`src/rtl/mips_ctrl_pkg.sv`:
```
// Shared definitions for the multi-cycle MIPS control unit: opcodes,
// ALU-op codes, mux select encodings, FSM states and the Moore control word.
package mips_ctrl_pkg;

    // Opcode field values
    localparam logic [5:0] OP_RTYPE = 6'b000000;
    localparam logic [5:0] OP_LW    = 6'b100011;
    localparam logic [5:0] OP_SW    = 6'b101011;
    localparam logic [5:0] OP_BEQ   = 6'b000100;
    localparam logic [5:0] OP_ADDI  = 6'b001000;
    localparam logic [5:0] OP_J     = 6'b000010;

    // ALU operation codes
    localparam logic [2:0] ALOP_ADD   = 3'b010;
    localparam logic [2:0] ALOP_SUB   = 3'b110;
    localparam logic [2:0] ALOP_RTYPE = 3'b111;

    // ALU B-input select
    localparam logic [1:0] SRCB_RT     = 2'b00;
    localparam logic [1:0] SRCB_FOUR   = 2'b01;
    localparam logic [1:0] SRCB_IMM    = 2'b10;
    localparam logic [1:0] SRCB_IMMSH2 = 2'b11;

    // PC source select
    localparam logic [1:0] PCSRC_ALU    = 2'b00;
    localparam logic [1:0] PCSRC_ALUOUT = 2'b01;
    localparam logic [1:0] PCSRC_JUMP   = 2'b10;

    typedef enum logic [3:0] {
        FETCH  = 4'd0,
        DECODE = 4'd1,
        MEMADR = 4'd2,
        MEMRD  = 4'd3,
        MEMWB  = 4'd4,
        MEMWR  = 4'd5,
        EXEC   = 4'd6,
        ALUWB  = 4'd7,
        ADDIEX = 4'd8,
        ADDIWB = 4'd9,
        BRANCH = 4'd10,
        JUMP   = 4'd11,
        HALT   = 4'd12
    } state_t;

    // Control signals that depend only on the FSM state
    typedef struct packed {
        logic       pcwrite;
        logic       pcwritecond;
        logic       iord;
        logic       memread;
        logic       memwrite;
        logic       memreg;
        logic       regdst;
        logic       regwrite;
        logic       alusrca;
        logic [1:0] alusrcb;
        logic [1:0] pcsrc;
        logic [2:0] alop;
    } ctrl_t;

    // Moore decode of a state into its control word; unlisted signals stay 0
    function automatic ctrl_t decode_state(input state_t s);
        ctrl_t c;
        c = '0;
        case (s)
            FETCH: begin
                c.memread = 1'b1;
                c.alusrcb = SRCB_FOUR;
                c.alop    = ALOP_ADD;
                c.pcsrc   = PCSRC_ALU;
            end
            DECODE: begin
                c.alusrcb = SRCB_IMMSH2;
                c.alop    = ALOP_ADD;
            end
            MEMADR: begin
                c.alusrca = 1'b1;
                c.alusrcb = SRCB_IMM;
                c.alop    = ALOP_ADD;
            end
            MEMRD: begin
                c.memread = 1'b1;
                c.iord    = 1'b1;
            end
            MEMWB: begin
                c.regwrite = 1'b1;
                c.memreg   = 1'b1;
            end
            MEMWR: begin
                c.memwrite = 1'b1;
                c.iord     = 1'b1;
            end
            EXEC: begin
                c.alusrca = 1'b1;
                c.alusrcb = SRCB_RT;
                c.alop    = ALOP_RTYPE;
            end
            ALUWB: begin
                c.regwrite = 1'b1;
                c.regdst   = 1'b1;
            end
            ADDIEX: begin
                c.alusrca = 1'b1;
                c.alusrcb = SRCB_IMM;
                c.alop    = ALOP_ADD;
            end
            ADDIWB: begin
                c.regwrite = 1'b1;
            end
            BRANCH: begin
                c.alusrca     = 1'b1;
                c.alusrcb     = SRCB_RT;
                c.alop        = ALOP_SUB;
                c.pcwritecond = 1'b1;
                c.pcsrc       = PCSRC_ALUOUT;
            end
            JUMP: begin
                c.pcwrite = 1'b1;
                c.pcsrc   = PCSRC_JUMP;
            end
            default: c = '0;
        endcase
        return c;
    endfunction

endpackage

```
`src/rtl/mem_watchdog.sv`:
```
// Memory-handshake watchdog: counts consecutive not-ready cycles while a
// memory step is active and flags the cycle in which the wait budget runs out.
module mem_watchdog #(
    parameter int unsigned TIMEOUT = 16,
    parameter int unsigned TO_W    = 5
) (
    input  logic clk,
    input  logic rst,
    input  logic active,
    input  logic ready,
    output logic expired
);

    localparam logic [TO_W-1:0] LAST = TO_W'(TIMEOUT - 1);

    logic [TO_W-1:0] count;

    // Count stalled cycles; any ready or leaving the wait state restarts the count
    always_ff @(posedge clk) begin
        if (rst || !active || ready) begin
            count <= '0;
        end else begin
            count <= count + TO_W'(1);
        end
    end

    // Expiry fires on the TIMEOUT-th stalled cycle; ready in that cycle wins
    assign expired = active && !ready && (count == LAST);

endmodule

```
`src/rtl/multicycle_control.sv`:
```
// Multi-cycle MIPS control FSM: sequences fetch/decode/execute/memory/
// writeback, drives datapath controls, flags illegal opcodes, halts on a
// memory timeout and counts retired instructions.
module multicycle_control
    import mips_ctrl_pkg::*;
#(
    parameter int unsigned OP_W    = 6,
    parameter int unsigned ALOP_W  = 3,
    parameter int unsigned TIMEOUT = 16,
    parameter int unsigned TO_W    = 5,
    parameter int unsigned CNT_W   = 32
) (
    input  logic              clk,
    input  logic              rst,
    input  logic [OP_W-1:0]   op,
    input  logic              mem_ready,
    output logic              pcwrite,
    output logic              pcwritecond,
    output logic              iord,
    output logic              memread,
    output logic              memwrite,
    output logic              irwrite,
    output logic              memreg,
    output logic              regdst,
    output logic              regwrite,
    output logic              alusrca,
    output logic [1:0]        alusrcb,
    output logic [1:0]        pcsrc,
    output logic [ALOP_W-1:0] alop,
    output logic              illegal_op,
    output logic              fault,
    output logic [CNT_W-1:0]  instr_count,
    output logic [3:0]        state_o
);

    state_t state;
    state_t state_next;
    ctrl_t  ctrl_q;
    logic   retire;
    logic   wd_active;
    logic   wd_expired;
    logic   fetch_done;

    logic is_rtype, is_lw, is_sw, is_beq, is_addi, is_j, legal_op;

    assign is_rtype = (op == OP_W'(OP_RTYPE));
    assign is_lw    = (op == OP_W'(OP_LW));
    assign is_sw    = (op == OP_W'(OP_SW));
    assign is_beq   = (op == OP_W'(OP_BEQ));
    assign is_addi  = (op == OP_W'(OP_ADDI));
    assign is_j     = (op == OP_W'(OP_J));
    assign legal_op = is_rtype | is_lw | is_sw | is_beq | is_addi | is_j;

    assign wd_active = (state == FETCH) || (state == MEMRD) || (state == MEMWR);

    mem_watchdog #(
        .TIMEOUT (TIMEOUT),
        .TO_W    (TO_W)
    ) u_watchdog (
        .clk     (clk),
        .rst     (rst),
        .active  (wd_active),
        .ready   (mem_ready),
        .expired (wd_expired)
    );

    // Next-state selection and retirement detection
    always_comb begin
        state_next = state;
        retire     = 1'b0;
        case (state)
            FETCH: begin
                if (wd_expired)     state_next = HALT;
                else if (mem_ready) state_next = DECODE;
            end
            DECODE: begin
                if (is_lw || is_sw) state_next = MEMADR;
                else if (is_rtype)  state_next = EXEC;
                else if (is_beq)    state_next = BRANCH;
                else if (is_addi)   state_next = ADDIEX;
                else if (is_j)      state_next = JUMP;
                else                state_next = FETCH;
            end
            MEMADR: state_next = is_sw ? MEMWR : MEMRD;
            MEMRD: begin
                if (wd_expired)     state_next = HALT;
                else if (mem_ready) state_next = MEMWB;
            end
            MEMWR: begin
                if (wd_expired) begin
                    state_next = HALT;
                end else if (mem_ready) begin
                    state_next = FETCH;
                    retire     = 1'b1;
                end
            end
            EXEC:   state_next = ALUWB;
            ADDIEX: state_next = ADDIWB;
            MEMWB, ALUWB, ADDIWB, BRANCH, JUMP: begin
                state_next = FETCH;
                retire     = 1'b1;
            end
            HALT:    state_next = HALT;
            default: state_next = FETCH;
        endcase
    end

    // State, Moore control word (decoded from the upcoming state so it is
    // registered yet aligned with the state), sticky fault and retire counter
    always_ff @(posedge clk) begin
        if (rst) begin
            state       <= FETCH;
            ctrl_q      <= decode_state(FETCH);
            fault       <= 1'b0;
            instr_count <= '0;
        end else begin
            state  <= state_next;
            ctrl_q <= decode_state(state_next);
            if (wd_expired) begin
                fault <= 1'b1;
            end
            if (retire) begin
                instr_count <= instr_count + CNT_W'(1);
            end
        end
    end

    // Instruction fetch completes in the ready cycle: load IR and PC+4 then
    assign fetch_done = (state == FETCH) && mem_ready;

    assign irwrite     = fetch_done;
    assign pcwrite     = ctrl_q.pcwrite | fetch_done;
    assign pcwritecond = ctrl_q.pcwritecond;
    assign iord        = ctrl_q.iord;
    assign memread     = ctrl_q.memread;
    assign memwrite    = ctrl_q.memwrite;
    assign memreg      = ctrl_q.memreg;
    assign regdst      = ctrl_q.regdst;
    assign regwrite    = ctrl_q.regwrite;
    assign alusrca     = ctrl_q.alusrca;
    assign alusrcb     = ctrl_q.alusrcb;
    assign pcsrc       = ctrl_q.pcsrc;
    assign alop        = ALOP_W'(ctrl_q.alop);
    assign illegal_op  = (state == DECODE) && !legal_op;
    assign state_o     = state;

endmodule

```
`config.mk`:
```
export PLATFORM = sky130hd
export DESIGN_NAME = multicycle_control
export DESIGN_NICKNAME = d
export VERILOG_FILES = /design/src/rtl/mips_ctrl_pkg.sv /design/src/rtl/mem_watchdog.sv /design/src/rtl/multicycle_control.sv
export SDC_FILE = /design/constraint.sdc
export NUM_CORES = 1
export LEC_CHECK = 0
export ABC_AREA = 1
export BUFFER_PORTS_ARGS = -buffer_cell sky130_fd_sc_hd__buf_2
export CELL_PAD_IN_SITES_DETAIL_PLACEMENT = 0
export CELL_PAD_IN_SITES_GLOBAL_PLACEMENT = 1
export CORE_MARGIN = 3
export CORE_UTILIZATION = 41
export CTS_CLUSTER_SIZE = 10
export DETAILED_ROUTE_END_ITERATION = 16
export PLACE_DENSITY_LB_ADDON = 0.1
export SETUP_SLACK_MARGIN = 0.05
export SKIP_LAST_GASP = 1
export SYNTH_ARGS = -nofsm -noshare
export SYNTH_HDL_FRONTEND = slang
export SYNTH_HIERARCHICAL = 1
export SYNTH_SLANG_ARGS = --single-unit
```
`constraint.sdc`:
```
create_clock -name clk -period 3.05 [get_ports clk]
set_input_delay 0.1525 -clock clk [delete_from_list [all_inputs] [get_ports clk]]
set_output_delay 0.1525 -clock clk [all_outputs]
set_load 0.01 [all_outputs]
```
==> results of run 1 <==
[kinds of logic after synthesis]
logic type | synth area share [%]
AND/OR/NAND/NOR | 42.5
flip-flops | 36.6
buffers and inverters | 9.15
AO/OA/AOI/OAI | 7.78
adder cells (fa/ha/maj) | 1.20
XOR/XNOR | 2.81
[power breakdown]
part	switching (uW)	internal [uW]	leakage [uW]
registers	5.68	753	0.000460
logic	68.9	31.6	0.00112
clock network	277	302	0.0000782
total	352	1090	0.00166
[Yosys cell counts (4+ instances only)]
cell / number / area share (%)
nand2_1: 132 / 16
nor2_1: 80 / 9.6
dfxtp_1: 57 / 37
inv_1: 48 / 5.8
a21oi_1: 29 / 4.7
nand3_1: 28 / 4.5
nor3_1: 20 / 3.2
o21ai_0: 11 / 1.8
nor2_2: 9 / 1.8
nand4_1: 8 / 1.6
buf_4: 7 / 1.7
nand3b_1: 7 / 1.7
inv_2: 6 / 0.72
xnor2_1: 5 / 1.4
xor2_1: 5 / 1.4
clkbuf_1: 4 / 0.48
[cell type report]
class                      count  area [um^2]
clock buffer                  12          145
clock inverter                 1         5.00
fill                         780         3690
inverter                      54          203
multi-input combinational    360         1690
sequential                    57         1140
tap                           99          124
timing repair buffer          65          330
[critical path, cell delays in order, from the launching register on]
cell     delay [ns]
dfxtp_1        0.42
inv_1          0.11
nor2_2         0.16
nand2_1        0.12
nand3_2        0.11
nand2_1        0.08
nor2_1         0.18
inv_1          0.11
nand4_1        0.11
nand3_2        0.29
inv_2          0.35
nor2_1         0.12
nand2_1        0.07
nor3b_1        0.16
[routing by layer]
metal	part of all wire (%)	up-vias	global-route usage (%)	wire, um
met5	0	-	0	0
met4	1.4	0	7.08	116
met3	5.4	10	3.62	462
met2	38	94	27.2	3250
met1	55	1455	32.7	4690
li1	-	1658	-	-
[worst paths after layout]
| kind | from | to | slack, ns | cells after the start |
|---|---|---|---|---|
| worst max-delay path | state_o[2] | instr_count[3] | 0.56 | 13 |
| worst min-delay path | mem_ready | u_watchdog/count[4] | 0.29 | 4 |
| worst min register to register | u_watchdog/count[0] | u_watchdog/count[0] | 0.45 | 1 |
| worst max register to register | state_o[2] | instr_count[3] | 0.56 | 13 |
[registers in the layout, indices dropped and copies added, names as in the netlist]
register          cells
memreg                1
regwrite              1
fault                 1
alusrca               1
instr_count          32
memwrite              1
alop                  3
pcsrc                 2
iord                  1
u_watchdog/count      5
state_o               4
alusrcb               2
ctrl_q                1
memread               1
regdst                1
[stage by stage]
step                      power [uW]  utilization [%]  instance area (um^2)
after global routing            1500             49.7                  3640
after detailed placement         875             47.6                  3490
after floorplan                  843                -                  3120
after global placement           875             47.6                  3490
final                           1440             49.7                  3640
after CTS                       1460             49.7                  3640
==> flow_summary_export.csv, run 1 <==
group,metric,value,unit
yosys,ys_seq_area_share,36.6,%
global_routing,grt_start_max_net_pins,34,
cells_and_area,syn_to_final_growth,16.7,%
setup_path,critical_path_class,"register to register",
route,drc,0,
outcome,run_status,"complete, no violations",
cells_and_area,layout_common_cells,"132 x nand2_1, 80 x nor2_1, 63 x buf_2, 57 x dfxtp_1, 48 x inv_1",
job,drv_cap,0,
worst_hold_path,hold_path.class,"primary input to register",
timing,finalHoldViolCount,0,
floorplan,row_count,31,
route,dr.pass1.iters,5,
route,ant_nets,0,
yosys,ys.flop_type,"dfxtp_1",
route,drt-initial-drc-count,165,
timing,max-slew-margin-rel,67.1,%
global_routing,antenna_found_initial,0,
setup_path,start_kind,"register",
cells_and_area,stdcell_count,648,
timing,tns,0,ns
timing,fmax,402,MHz
floorplan,start_util,42.5,%
floorplan,core-area,0.00733,mm^2
placement,place_ws,0.599,ns
cts,cts_tree,"done",
yosys,netlist_area,0.00312,mm^2
cts,path_clk_slew,0.06,ns
setup_path,required,3.30,ns
yosys,yosysUniqueCellTypes,30,
floorplan,die_w,93.2,um
yosys,synth_seq_cells,57,
setup_path,cp_data_arrival_time,2.74,ns
setup_path,crit_fanout,15,
timing,min_period,2.49,ns
timing,holdWs,0.285,ns
placement,dp_hpwl,6620,um
cts,clock_sinks,57,
cells_and_area,diodes,0,
yosys,mappedNetlistNets,497,
timing,setup-violations-final,0,
route,routed_wirelength,8520,um
cells_and_area,layout-drive-gt1-share,18.0,%
cts,numCtsBuffers,9,
global_routing,grtUsageTotal,20.6,%
cts,post_cts.repair.setup_buffers,0,
global_routing,grt_first_pass_wirelength,14200,um
cts,clk_latency,0.33,ns
cts,htreeDepth,3,
cells_and_area,final_common_cell,"nand2_1",
timing,clock_skew,0.00479,ns
route,vias,3217,
cts,cts.path.max_buffers,2,
timing,rsz0062_at_grt,"false",
cts,cts_resized,0,
power,leakagePower,0.00166,uW
timing,slew_viol_final,0,
route,wl_per_cell,13.2,um
yosys,syn_inst,485,
placement,placedCellCount,635,
placement,portBuffers,63,
global_routing,grt_pass1_vias,2932,
yosys,async_reset_ff_share,0,%
yosys,synth.avg_cell_area,6.43,um^2
placement,gp_congestion,0.887,
yosys,ys_warn_count,6,
cells_and_area,layout.nets,559,
floorplan,die_y,93.2,um
setup_path,endpoint_kind,"register",
power,power_density,395,mW/mm^2
power,vdd_drop_max,0.166,mV
timing,post-route-period-util,81.6,%
global_routing,grt_overflow,0,
yosys,synth_edf_count,0,
cts,cts_hold_buf,0,
timing,setup_ws,0.563,ns
cts,root_buffer,"clkbuf_8",
timing,worst_slew_pin_slew,0.493,ns
floorplan,io_pins,64,
floorplan,die_area,0.00869,mm^2
route,via_per_inst,4.96,
No activity file was read; power rests on OpenSTA's default activity.
==> run 2: changes to the inputs <==
- ABC_AREA: 1 -> 0
- CORE_UTILIZATION: 41 -> 40
- clock period: 3.05 -> 2.4 ns (I/O delays scaled with it)
==> run 2 against run 1 <==
Power grew 51%. Sequential power grew 28%. Clock skew grew 0.0023 ns. Global-route usage shrank 2.8 points. Register-to-register slack lost 0.54 ns. First-iteration DRC count shrank 27%. Sequential cell count is the same. Combinational power grew 140%. Cell count shrank 17%. Wire length shrank 12%. Design area grew 13%. Highest routed layer unchanged.
==> flow_summary_export.csv, run 2 <==
group,metric,value,unit
outcome,run_status,"complete, no violations",
cts,clk_latency,0.33,ns
yosys,mappedNetlistNets,357,
setup_path,required,2.61,ns
cts,clock_sinks,57,
timing,min_period,2.38,ns
cells_and_area,multi_input_area,0.00189,mm^2
timing,setup-violations-final,0,
yosys,synth_seq_cells,57,
worst_hold_path,hold_path.class,"primary input to register",
setup_path,crit_fanout,8,
cells_and_area,syn_to_final_growth,39.5,%
timing,finalHoldViolCount,0,
cts,numCtsBuffers,9,
global_routing,grt_start_max_net_pins,35,
yosys,synth_xor_area_share,2.37,%
floorplan,start_util,42.3,%
yosys,synth_most_common_cell,"dfxtp_1",
timing,fmax,420,MHz
route,vias,2814,
global_routing,grt_first_pass_wirelength,12400,um
global_routing,grt_overflow,0,
timing,max-slew-margin-rel,55.2,%
placement,portBuffers,63,
cells_and_area,nFillCells,667,
setup_path,endpoint_kind,"register",
yosys,yosys.area_share.adder,1.27,%
cells_and_area,stdcell_count,536,
cells_and_area,layout.nets,448,
yosys,ys_seq_area_share,38.7,%
timing,worst_slew_pin_slew,0.673,ns
power,seq_power_share,44.7,%
cts,cts_tree,"done",
cells_and_area,diodes,0,
yosys,netlist_area,0.00295,mm^2
cells_and_area,layout-drive-gt1-share,41.6,%
power,vdd_drop_max,0.330,mV
timing,holdWs,0.313,ns
floorplan,io_pins,64,
timing,setup_ws,0.0200,ns
placement,dp_hpwl,5010,um
placement,placedCellCount,506,
cts,htreeDepth,3,
global_routing,antenna_found_initial,0,
timing,clock_skew,0.00709,ns
worst_hold_path,hold_end,"fault",
setup_path,regToRegSetupSlack,0.02,ns
global_routing,grtUsageTotal,17.8,%
cells_and_area,regMostFlops,"instr_count",
setup_path,cp_data_arrival_time,2.59,ns
power,swShare,23.9,%
setup_path,r2r-start,"u_watchdog/count[1]",
worst_hold_path,hold_start,"rst",
floorplan,die_area,0.00844,mm^2
yosys,synth_commonest_cells,"57 x dfxtp_1, 32 x nor2_1, 31 x a21oi_1, 23 x o21ai_0, 19 x inv_1",
cts,path_clk_slew,0.07,ns
floorplan,die_y,91.9,um
yosys,synth_compound_area_share,22.3,%
power,p_sw,520,uW
cells_and_area,layout_common_cells,"64 x buf_2, 53 x dfxtp_1, 33 x buf_4, 30 x nor2_1, 23 x a21oi_1",
worst_hold_path,holdPathStages,2,
setup_path,r2r-end,"memread",
power,leakagePower,0.00163,uW
power,power_density,529,mW/mm^2
cells_and_area,design_area,0.00412,mm^2
route,dr.pass1.iters,4,
setup_path,start_kind,"register",
cells_and_area,fin_util,58.9,%
yosys,yosysUniqueCellTypes,68,
yosys,synth_edf_count,0,
power,clkPwrFrac,44.0,%
route,routed_wirelength,7530,um
route,wl_per_cell,14.1,um
cells_and_area,layout.area.seq,0.00115,mm^2
yosys,ys_warn_count,6,
yosys,synth.avg_cell_area,8.55,um^2
yosys,ys.flop_type,"dfxtp_1",
yosys,synth_top_family_by_area,"simple AND/OR/NAND/NOR gates",
floorplan,core-area,0.00698,mm^2
job,drv_cap,0,
yosys,synthTopCellsByArea,"dfxtp_1 39%, a21oi_1 5.3%, nor2_1 4.1%, o21ai_0 3.9%, or3_1 3.8%",
power,p_int,1660,uW
placement,placed_area,0.00351,mm^2
setup_path,r2r_cells,11,
route,drt-initial-drc-count,121,
yosys,yosysTopAreaCell,"dfxtp_1",
cells_and_area,final_common_cell,"buf_2",
route,ant_nets,0,
yosys,synth_mux_area_share,1.87,%
power,combinationalPowerShare,11.4,%
setup_path,critical_path_class,"register to register",
timing,rsz0062_at_grt,"true",
yosys,async_reset_ff_share,0,%
cells_and_area,largest_reg_flops,32,
cts,root_buffer,"clkbuf_8",
floorplan,die_w,91.9,um
timing,slew_viol_final,0,
floorplan,row_count,30,
yosys,synth_top_area_share,38.7,%
cts,cts.path.max_buffers,2,
route,drc,0,
timing,post-route-period-util,99.2,%
global_routing,grt_pass1_vias,2650,
placement,gp_congestion,0.810,
yosys,synthSimpleGateAreaFrac,26.3,%
placement,place_ws,-0.0782,ns
route,via_per_inst,5.25,
yosys,syn_inst,345,
-- run 2: cell types whose count changed in the layout (fill, tap and decap cells not counted), moves of 11 or more --
cell / change
or3_1: +13
o21ai_0: +11
nand2_1: -119
nor3_1: -17
inv_1: -29
nor2_1: -50
buf_4: +31
nand3_1: -21
-- run 2: logic make-up (layout without fill, tap and decap cells) --
group,count (synthesis),after routing
flops,57,57
mux,5,5
buf+inv,45,140
simple gates,132,132
compound gates,95,95
fa+ha+maj,3,3
xor+xnor,8,8
-- run 2: worst max-delay path, cell delays in order, from the launching register on --
cell	delay [ns]
dfxtp_2	0.34
ha_4	0.15
and3_4	0.18
ha_4	0.14
and3b_2	0.22
buf_6	0.14
o31ai_4	0.19
nand3_2	0.13
o21ai_4	0.29
buf_6	0.15
nor2_4	0.03
a311o_1	0.32
-- run 2: how the worst max path moves through the flow --
| stage | from | to | slack, ns | cells past startpoint |
|---|---|---|---|---|
| final | u_watchdog/count[1] | memread | 0.02 | 11 |
| after floorplan | state_o[2] | instr_count[20] | 0.01 | 12 |
| after CTS | u_watchdog/count[1] | instr_count[12] | 0.02 | 10 |
| after global routing | u_watchdog/count[1] | instr_count[11] | -0.07 | 10 |
| after global placement | u_watchdog/count[1] | instr_count[30] | -0.03 | 10 |
| after detailed placement | u_watchdog/count[1] | instr_count[30] | -0.08 | 10 |
-- run 2: power by group through the flow --
stage | Clock, uW | Combinational (uW) | Sequential, uW
6_report | 957 | 247 | 972
3_3_place_gp | 0 | 206 | 992
2_1_floorplan | 0 | 139 | 996
3_5_place_dp | 0 | 207 | 993
5_1_grt | 1030 | 271 | 973
4_1_cts | 989 | 220 | 972
-- run 2: layout make-up --
| class | instances | area share, % |
|---|---|---|
| Clock buffer | 13 | 4.35 |
| Clock inverter | 2 | 0.851 |
| Inverter | 19 | 1.73 |
| Multi-Input combinational cell | 243 | 45.9 |
| Timing Repair Buffer | 106 | 16.3 |
| Sequential cell | 57 | 28.0 |
| Tap cell | 96 | 2.92 |
-- run 2: repair_timing --
action | in CTS | in global routing
gates cloned | 0 | 1
setup endpoints to repair | 33 | 44
hold buffers | 0 | 0
gates resized for setup | 17 | 40
setup buffers | 5 | 9
pin swaps | 22 | 36
-- run 2: through the flow --
| step | total power [uW] | TNS, ns |
|---|---|---|
| after floorplan | 1140 | 0 |
| after global placement | 1200 | -0.0407 |
| after detailed placement | 1200 | -0.496 |
| after CTS | 2180 | 0 |
| after global routing | 2270 | -1.31 |
| final | 2180 | 0 |
-- run 2: layer usage --
metal	global-route usage (%)	wire, um	up-vias
li1	-	-	1443
met1	25.0	3830	1316
met2	26.9	3310	48
met3	3.53	301	7
met4	6.68	93	0
met5	0	0	-
==> run 3: changes to the inputs <==
- CORE_UTILIZATION: 40 -> 39
- SYNTH_HIERARCHICAL: 1 -> default
==> run 3 against run 2 <==
Design area decreased by 16%. Largest power group unchanged. Power decreased by 6.7%. Combinational power decreased by 30%.
==> flow_summary_export.csv, run 3 <==
group,metric,value,unit
power,seq_power_share,47.8,%
power,clkPwrFrac,43.7,%
yosys,synthTopCellsByArea,"dfxtp_1 42%, nor2_1 7.4%, xnor2_1 6.7%, nand3_1 3.1%, xor2_1 2.9%",
setup_path,endpoint_kind,"register",
yosys,synth_mux_area_share,0.776,%
route,ant_nets,0,
yosys,synth_compound_area_share,8.81,%
setup_path,crit_fanout,4,
route,met1_length,3240,um
worst_hold_path,hold_end,"alop[0]",
route,highest_layer,"met4",
route,drt-initial-drc-count,63,
global_routing,antenna_found_initial,0,
cells_and_area,layout.nets,416,
yosys,async_reset_ff_share,0,%
job,drv_cap,0,
floorplan,die_area,0.00807,mm^2
route,via_per_inst,5.06,
floorplan,row_count,29,
worst_hold_path,hold_start,"op[0]",
setup_path,r2r-end,"regwrite",
power,p_int,1530,uW
timing,holdWs,0.168,ns
cts,numCtsBuffers,9,
timing,setup-violations-final,0,
route,wl_per_cell,13.0,um
cells_and_area,layout.area.seq,0.00115,mm^2
cts,cts.path.max_buffers,2,
timing,post-route-period-util,94.7,%
setup_path,critical_path_class,"register to register",
route,wl_met3,246,um
yosys,yosysUniqueCellTypes,50,
route,drc,0,
global_routing,grt_pass1_vias,2279,
setup_path,regToRegSetupSlack,0.13,ns
yosys,yosys.area_share.adder,1.37,%
yosys,synth_top_family_by_area,"simple AND/OR/NAND/NOR gates",
floorplan,io_pins,64,
timing,worst_slew_pin_slew,0.773,ns
outcome,run_status,"complete, no violations",
yosys,synth.avg_cell_area,8.31,um^2
global_routing,grt_overflow,0,
cts,root_buffer,"clkbuf_8",
route,dr_wl_met2,2940,um
yosys,synth_seq_cells,57,
timing,slew_viol_final,0,
timing,rsz0062_at_grt,"true",
yosys,yosysTopAreaCell,"dfxtp_1",
timing,clock_skew,0.00414,ns
route,routed_wirelength,6530,um
placement,dp_hpwl,4620,um
global_routing,grt_first_pass_wirelength,10900,um
cts,htreeDepth,3,
cts,cts_tree,"done",
cells_and_area,final_common_cell,"buf_2",
power,swShare,24.5,%
yosys,synth_commonest_cells,"57 x dfxtp_1, 54 x nor2_1, 21 x xnor2_1, 17 x nand2_1, 17 x nand3_1",
yosys,ys_warn_count,0,
power,combinationalPowerShare,8.5,%
timing,min_period,2.27,ns
worst_hold_path,holdPathStages,3,
floorplan,start_util,41.7,%
timing,finalHoldViolCount,0,
cells_and_area,syn_to_final_growth,26.6,%
yosys,synth_xor_area_share,9.58,%
timing,tns,0,ns
yosys,ys_seq_area_share,41.6,%
floorplan,core-area,0.00657,mm^2
yosys,ys.flop_type,"dfxtp_1",
setup_path,required,2.66,ns
placement,placed_area,0.00323,mm^2
global_routing,grt_start_max_net_pins,42,
floorplan,die_w,89.8,um
yosys,synth_most_common_cell,"dfxtp_1",
cts,clk_latency,0.33,ns
cells_and_area,layout_common_cells,"63 x buf_2, 55 x dfxtp_1, 54 x nor2_1, 22 x buf_4, 21 x xnor2_1",
power,power,2030,uW
power,p_sw,497,uW
cells_and_area,largest_reg_flops,32,
yosys,syn_inst,330,
global_routing,grtUsageTotal,16.3,%
yosys,synthSimpleGateAreaFrac,32.2,%
setup_path,start_kind,"register",
floorplan,die_y,89.8,um
setup_path,cp_data_arrival_time,2.54,ns
cts,clock_sinks,57,
setup_path,r2r-start,"u_watchdog.count[0]",
power,vdd_drop_max,0.306,mV
cells_and_area,design_area,0.00347,mm^2
timing,fmax,440,MHz
cells_and_area,multi_input_area,0.00148,mm^2
cells_and_area,fin_util,52.8,%
power,power_density,585,mW/mm^2
cells_and_area,layout-drive-gt1-share,28.4,%
yosys,synth_top_area_share,41.6,%
cells_and_area,diodes,0,
setup_path,r2r_cells,10,
yosys,mappedNetlistNets,342,
placement,portBuffers,63,
timing,max-slew-margin-rel,48.4,%
cells_and_area,regMostFlops,"instr_count",
worst_hold_path,hold_path.class,"primary input to register",
yosys,netlist_area,0.00274,mm^2
yosys,synth_edf_count,0,
power,leakagePower,0.00140,uW
placement,gp_congestion,0.789,
route,vias,2541,
cells_and_area,nFillCells,654,
cts,path_clk_slew,0.07,ns
route,dr.pass1.iters,4,
run 3: changes by cell type after synthesis, sizes merged, moves of 8 or more:
cell   delta
a21oi    -19
nor2     +19
o21ai    -18
xnor2    +16
or3      -12
o31ai    -10
buf       -9
nand3     +9
inv       -8
nor3      +8
run 3: power groups by stage:
stage	combinational (uW)	sequential (uW)	clock [uW]
2_1_floorplan	104	996	0
3_3_place_gp	170	990	0
3_5_place_dp	169	990	0
4_1_cts	171	969	912
5_1_grt	192	971	947
6_report	173	970	887
run 3: metal layers:
| layer | track usage (%) | vias up |
|---|---|---|
| met5 | 0 | - |
| met4 | 6.13 | 0 |
| met3 | 4.26 | 10 |
| met2 | 25.3 | 53 |
| met1 | 21.6 | 1172 |
| li1 | - | 1306 |
run 3: stage by stage:
stage	instances	worst slack, ns
2_1_floorplan	330	0.0615
3_3_place_gp	485	0.0636
3_5_place_dp	485	0.0573
4_1_cts	501	0.0666
5_1_grt	502	0.0295
6_report	502	0.128
run 3: worst max path at each step:
stage | end | cells past startpoint | slack [ns] | from
global route | regwrite | 9 | 0.03 | u_watchdog.count[0]
detailed placement | regwrite | 9 | 0.06 | u_watchdog.count[0]
floorplan | regwrite | 9 | 0.06 | u_watchdog.count[0]
CTS | regwrite | 10 | 0.07 | u_watchdog.count[0]
global placement | regwrite | 9 | 0.06 | u_watchdog.count[0]
finish | regwrite | 10 | 0.13 | u_watchdog.count[0]
run 3: cell type report:
cell class,count,area share (%)
multi-input cells,239,42.6
inverters,11,1.19
repair buffers,86,14.2
clock buffers,10,3.97
clock inverters,6,1.66
well taps,93,3.35
flip-flops and latches,57,33.0
run 3: critical path: stages, from the launching register on:
cell and delay [ns]:
dfxtp_4 0.37, ha_4 0.13, and3_1 0.16, ha_2 0.19
buf_6 0.11, nand2b_4 0.05, o31ai_1 0.21, o21ai_1 0.10
o211a_2 0.25, or4_1 0.51, a21oi_1 0.12
run 3: kinds of logic after synthesis:
family                   count (synthesis)
AO/OA/AOI/OAI                           36
XOR/XNOR                                30
adder cells (fa/ha/maj)                  3
buffers and inverters                   34
flip-flops                              57
multiplexers                             2
AND/OR/NAND/NOR                        168
run 3: what timing repair did:
item	in CTS	in global routing
setup endpoints to repair	2	14
gates resized for setup	2	9
hold buffers	0	0
buffers inserted	0	1
endpoints found under the hold margin	0	0
pin swaps	2	2
